$ cat src/rtl/cpu_ctrl_fsm.sv
// Multi-cycle CPU control FSM: fetch/decode/execute/memory/writeback
// sequencing, halt-at-boundary handling, sticky illegal-opcode flag and a
// retired-instruction counter.
module cpu_ctrl_fsm (
  input  logic        clk,
  input  logic        rst,
  input  logic [2:0]  op_class,
  input  logic        branch_taken,
  input  logic        mem_ready,
  input  logic        halt_button,
  output logic        ir_load,
  output logic        pc_inc,
  output logic        pc_load,
  output logic        pc_src,
  output logic        alu_en,
  output logic        mem_rd,
  output logic        mem_wr,
  output logic        mdr_load,
  output logic        rf_we,
  output logic        wb_sel,
  output logic        halted,
  output logic        illegal,
  output logic [2:0]  state,
  output logic [15:0] retired
);

  typedef enum logic [2:0] {
    S_FETCH  = 3'd0,
    S_DECODE = 3'd1,
    S_EXEC   = 3'd2,
    S_MEM    = 3'd3,
    S_WB     = 3'd4,
    S_HALT   = 3'd5
  } state_t;

  localparam logic [2:0] C_NOP    = 3'd0;
  localparam logic [2:0] C_ALU    = 3'd1;
  localparam logic [2:0] C_LOAD   = 3'd2;
  localparam logic [2:0] C_STORE  = 3'd3;
  localparam logic [2:0] C_BRANCH = 3'd4;
  localparam logic [2:0] C_JUMP   = 3'd5;
  localparam logic [2:0] C_HALT   = 3'd6;
  localparam logic [2:0] C_ILL    = 3'd7;

  state_t      r_state;
  state_t      w_next;
  logic [2:0]  r_class;
  logic        r_illegal;
  logic        r_halt_pending;
  logic [15:0] r_retired;

  logic w_boundary;
  logic w_halt_req;
  logic w_ir_load, w_pc_inc, w_pc_load, w_pc_src, w_alu_en;
  logic w_mem_rd, w_mem_wr, w_mdr_load, w_rf_we, w_wb_sel, w_halted;

  // Next-state and strobe decode; a completed instruction redirects to HALT
  // when a halt has been requested (now or earlier).
  always_comb begin
    w_next     = r_state;
    w_boundary = 1'b0;
    w_ir_load  = 1'b0;
    w_pc_inc   = 1'b0;
    w_pc_load  = 1'b0;
    w_pc_src   = 1'b0;
    w_alu_en   = 1'b0;
    w_mem_rd   = 1'b0;
    w_mem_wr   = 1'b0;
    w_mdr_load = 1'b0;
    w_rf_we    = 1'b0;
    w_wb_sel   = 1'b0;
    w_halted   = 1'b0;
    w_halt_req = r_halt_pending | halt_button;
    case (r_state)
      S_FETCH: begin
        w_mem_rd = 1'b1;
        if (mem_ready) begin
          w_ir_load = 1'b1;
          w_next    = S_DECODE;
        end
      end
      S_DECODE: begin
        w_pc_inc = 1'b1;
        case (op_class)
          C_NOP, C_ILL: begin
            w_next     = S_FETCH;
            w_boundary = 1'b1;
          end
          C_HALT: begin
            w_next     = S_HALT;
            w_boundary = 1'b1;
          end
          default: w_next = S_EXEC;
        endcase
      end
      S_EXEC: begin
        w_alu_en = 1'b1;
        case (r_class)
          C_ALU:           w_next = S_WB;
          C_LOAD, C_STORE: w_next = S_MEM;
          C_BRANCH: begin
            w_pc_load  = branch_taken;
            w_next     = S_FETCH;
            w_boundary = 1'b1;
          end
          C_JUMP: begin
            w_pc_load  = 1'b1;
            w_pc_src   = 1'b1;
            w_next     = S_FETCH;
            w_boundary = 1'b1;
          end
          // EXEC is never entered with another class; recover quietly.
          default: w_next = S_FETCH;
        endcase
      end
      S_MEM: begin
        if (r_class == C_LOAD) begin
          w_mem_rd = 1'b1;
          if (mem_ready) begin
            w_mdr_load = 1'b1;
            w_next     = S_WB;
          end
        end else begin
          w_mem_wr = 1'b1;
          if (mem_ready) begin
            w_next     = S_FETCH;
            w_boundary = 1'b1;
          end
        end
      end
      S_WB: begin
        w_rf_we    = 1'b1;
        w_wb_sel   = (r_class == C_LOAD);
        w_next     = S_FETCH;
        w_boundary = 1'b1;
      end
      S_HALT: begin
        w_halted = 1'b1;
        w_next   = S_HALT;
      end
      // Unused codes recover to FETCH without counting an instruction.
      default: w_next = S_FETCH;
    endcase
    if (w_boundary && (w_next == S_FETCH) && w_halt_req) begin
      w_next = S_HALT;
    end
  end

  // State register.
  always_ff @(posedge clk or negedge rst) begin
    if (!rst) r_state <= S_FETCH;
    else      r_state <= w_next;
  end

  // Instruction class captured in DECODE for use by later states.
  always_ff @(posedge clk or negedge rst) begin
    if (!rst)                       r_class <= C_NOP;
    else if (r_state == S_DECODE)   r_class <= op_class;
  end

  // Sticky illegal-opcode flag.
  always_ff @(posedge clk or negedge rst) begin
    if (!rst)                                              r_illegal <= 1'b0;
    else if ((r_state == S_DECODE) && (op_class == C_ILL)) r_illegal <= 1'b1;
  end

  // Halt request remembered until the FSM parks in HALT (left only by reset).
  always_ff @(posedge clk or negedge rst) begin
    if (!rst)                                     r_halt_pending <= 1'b0;
    else if (halt_button && (r_state != S_HALT))  r_halt_pending <= 1'b1;
  end

  // Retired-instruction counter, wraps naturally at 16 bits.
  always_ff @(posedge clk or negedge rst) begin
    if (!rst)            r_retired <= 16'd0;
    else if (w_boundary) r_retired <= r_retired + 16'd1;
  end

  // Strobes are forced low while reset is held, since FETCH would drive mem_rd.
  assign ir_load  = rst & w_ir_load;
  assign pc_inc   = rst & w_pc_inc;
  assign pc_load  = rst & w_pc_load;
  assign pc_src   = rst & w_pc_src;
  assign alu_en   = rst & w_alu_en;
  assign mem_rd   = rst & w_mem_rd;
  assign mem_wr   = rst & w_mem_wr;
  assign mdr_load = rst & w_mdr_load;
  assign rf_we    = rst & w_rf_we;
  assign wb_sel   = rst & w_wb_sel;
  assign halted   = rst & w_halted;
  assign illegal  = r_illegal;
  assign state    = r_state;
  assign retired  = r_retired;

endmodule
$ cat config.mk
export PLATFORM = sky130hd
export DESIGN_NAME = cpu_ctrl_fsm
export DESIGN_NICKNAME = d
export VERILOG_FILES = /design/src/rtl/cpu_ctrl_fsm.sv
export SDC_FILE = /design/constraint.sdc
export NUM_CORES = 1
export LEC_CHECK = 0
export ABC_AREA = 0
export CORE_UTILIZATION = 42
export DETAILED_ROUTE_END_ITERATION = 16
export DONT_BUFFER_PORTS = 1
export PLACE_DENSITY_LB_ADDON = 0.2
export SETUP_SLACK_MARGIN = 0.15
export SYNTH_ARGS = -nofsm -noshare
export SYNTH_HDL_FRONTEND = slang
export SYNTH_SLANG_ARGS = --single-unit
export TNS_END_PERCENT = 100
$ cat constraint.sdc
create_clock -name clk -period 2 [get_ports clk]
set_input_delay 0.3 -clock clk [delete_from_list [all_inputs] [get_ports clk]]
set_output_delay 0.3 -clock clk [all_outputs]
set_load 0.02 [all_outputs]
==> flow_summary.json, run 1 <==
{
  "status": "complete, no violations",
  "diodes": 0,
  "antenna_found_initial": 0,
  "root_buffer": "clkbuf_4",
  "post-route-worst-setup-slack_ps": 189,
  "critPathKind": "register to output port",
  "drc": 0,
  "syn-num-nets": 151,
  "post-route-period-util": 0.906,
  "num_rows": 21,
  "syn_area_per_cell_um2": 10.6,
  "worst_pin_slew_ps": 465,
  "htree_levels": 1,
  "ys_ff_latch": 24,
  "end_kind": "output port",
  "worstSetupStartpoint": "state[0]",
  "required_ps": 1700,
  "syn_to_final_growth_pct": 26.4,
  "arrival_ps": 1510,
  "p_per_area_mw_per_mm2": 1430,
  "die_x_um": 62.0,
  "hp-class": "input port to register",
  "p_comb_frac": 0.570,
  "vias_per_cell": 5.65,
  "cts_tree": "done",
  "switching_share": 0.424,
  "dp.cells": 198,
  "min-delay-start": "op_class[0]",
  "ys_seq_area_frac": 0.398,
  "grt_usage": 0.190,
  "clkSinkCount": 24,
  "fin_cells": 217,
  "start_util": 0.446,
  "final_hold_viol_count": 0,
  "leakagePower_nw": 0.760,
  "power_mw": 2.72,
  "p_clk_frac": 0.131,
  "final.setup.tns_ps": 0,
  "top_layer_used": "met4",
  "grt-ovfl-total": 0,
  "slew_headroom": 0.690,
  "final_common_cell": "buf_4",
  "dpl.hpwl_mm": 2.35,
  "drive_above_1_share": 0.392,
  "io_buffers": 0,
  "place_ws_ps": 106,
  "first_global_vias": 1160,
  "route.met3.wl_um": 150,
  "gp_congestion": 0.811,
  "rsz0062_at_grt": "true",
  "wl_met2_mm": 1.78,
  "synthArstFlopShare": 1.00,
  "core_mm2": 0.00339,
  "dieArea_mm2": 0.00384,
  "syn_inst": 142,
  "clock_skew_ps": 4.41,
  "cts_buffer_depth": 2,
  "setup_viol": 0,
  "pin_count": 39,
  "grt_pass1_wl_mm": 5.29,
  "synth_edf_count": 0,
  "wire_per_inst_um": 16.0,
  "drtAntennaViolNets": 0,
  "drv_slew": 0,
  "maxCapViolations": 0,
  "register_area_um2": 604,
  "clk_latency_ps": 320,
  "final_cell_mix": "22 x buf_4, 21 x dfrtp_1, 15 x xnor2_1",
  "multi_input_area_um2": 895,
  "peakVddDrop_mv": 0.810,
  "p_seq_frac": 0.299,
  "ys_warn_count": 0,
  "reg2reg_from": "r_class[1]",
  "clock.fmax_ghz": 0.552,
  "cp-start-kind": "register",
  "grt_max_degree": 25,
  "fp.dieH_um": 62.0,
  "cts.clk_slew.worst_paths_ps": 140,
  "met1_length_mm": 1.51,
  "cts_buffers": 3,
  "synth_cell_type_count": 39,
  "nFillCells": 298,
  "min_period_ps": 1810,
  "layout.nets": 181,
  "netlist_area_mm2": 0.00151,
  "drt_iter0_markers": 23,
  "internal-power_mw": 1.57,
  "synth_ff_type": "dfrtp_1",
  "power.switching_mw": 1.16,
  "vias": 1226,
  "crit_fanout": 5,
  "firstDrtPassIters": 4,
  "wl_mm": 3.47
}
critical path, stage by stage (launching register included):
cell     delay (ps)
dfrtp_1         460
inv_2           120
nand2_4          80
nor4b_4         280
o21a_2          240
power by group through the flow:
stage	Clock, mW	Combinational [mW]	Sequential, mW
after floorplan	0	0.799	0.915
after global placement	0	1.21	0.820
after detailed placement	0	1.23	0.825
after CTS	0.369	1.39	0.811
after global routing	0.393	1.65	0.836
final	0.358	1.55	0.814
repair_timing:
item / in CTS / in global routing
setup endpoints to repair: 6 / 7
endpoints found under the hold margin: 24 / 0
hold buffers: 2 / 0
setup buffers: 7 / 6
resized for setup: 7 / 13
pin swaps: 2 / 3
through the flow:
step	utilization	hold slack (ps)	area, µm²
2_1_floorplan	-	4.41	1510
3_5_place_dp	0.486	5.07	1650
5_1_grt	0.563	99.6	1910
6_report	0.563	121	1910
3_3_place_gp	0.486	5.13	1650
4_1_cts	0.538	103	1820
cell usage after synthesis (2+ instances only):
library cell	count	area, µm²
dfrtp_1	24	601
xnor2_1	15	131
nor2_1	13	48.8
nand2_1	10	37.5
nor3_1	7	35.0
nand3_1	6	30.0
and3_1	5	31.3
nand2b_1	5	31.3
o311ai_1	5	43.8
o311ai_2	5	81.3
and2_1	4	25.0
o31ai_2	4	50.1
a21oi_1	3	15.0
buf_4	3	22.5
mux2_2	3	33.8
buf_6	2	22.5
inv_1	2	7.51
nor3b_4	2	37.5
nor4_1	2	12.5
nor4b_1	2	17.5
o21ai_0	2	10.0
cell type report:
class,count,share of cell area
sequential,24,0.317
clock buffer,3,0.0118
tap,46,0.0301
clock inverter,1,0.0157
multi-input combinational,110,0.469
inverter,3,0.00590
timing repair buffer,30,0.151
cells by family after synthesis:
group | Yosys count | synth area share
xor+xnor | 15 | 0.0870
simple gates | 63 | 0.255
buf+inv | 8 | 0.0373
flops | 24 | 0.398
fa+ha+maj | 1 | 0.00828
compound gates | 26 | 0.178
mux | 5 | 0.0365
routing by layer:
metal,vias to the layer above,global-route usage
li1,579,-
met1,616,0.236
met2,27,0.319
met3,4,0.0435
met4,0,0.0730
met5,-,0
sequential cells by signal, indices dropped and copies added (netlist names):
signal and flops:
illegal 1, r_class 3, r_halt_pending 1, retired 16, state 3
final timing paths:
check	to	slack (ps)	cells past startpoint
min in group asynchronous	retired[10]	390	2
max in group asynchronous	state[1]	1450	2
hold / removal	illegal	120	1
setup reg to reg	retired[1]	270	6
hold reg to reg	r_halt_pending	480	1
setup / recovery	pc_load	190	4
(Power assumes the default switching activity.)
==> run 2, diff against run 1 <==
--- a/config.mk
+++ b/config.mk
@@ -6,6 +6,7 @@
 export NUM_CORES = 1
 export LEC_CHECK = 0
 export ABC_AREA = 0
+export ABC_CLOCK_PERIOD_IN_PS = 2000
 export CORE_UTILIZATION = 42
 export DETAILED_ROUTE_END_ITERATION = 16
 export DONT_BUFFER_PORTS = 1
==> results of run 2 <==
No change in the layout: final DEF, timing and power equal those of run 1.
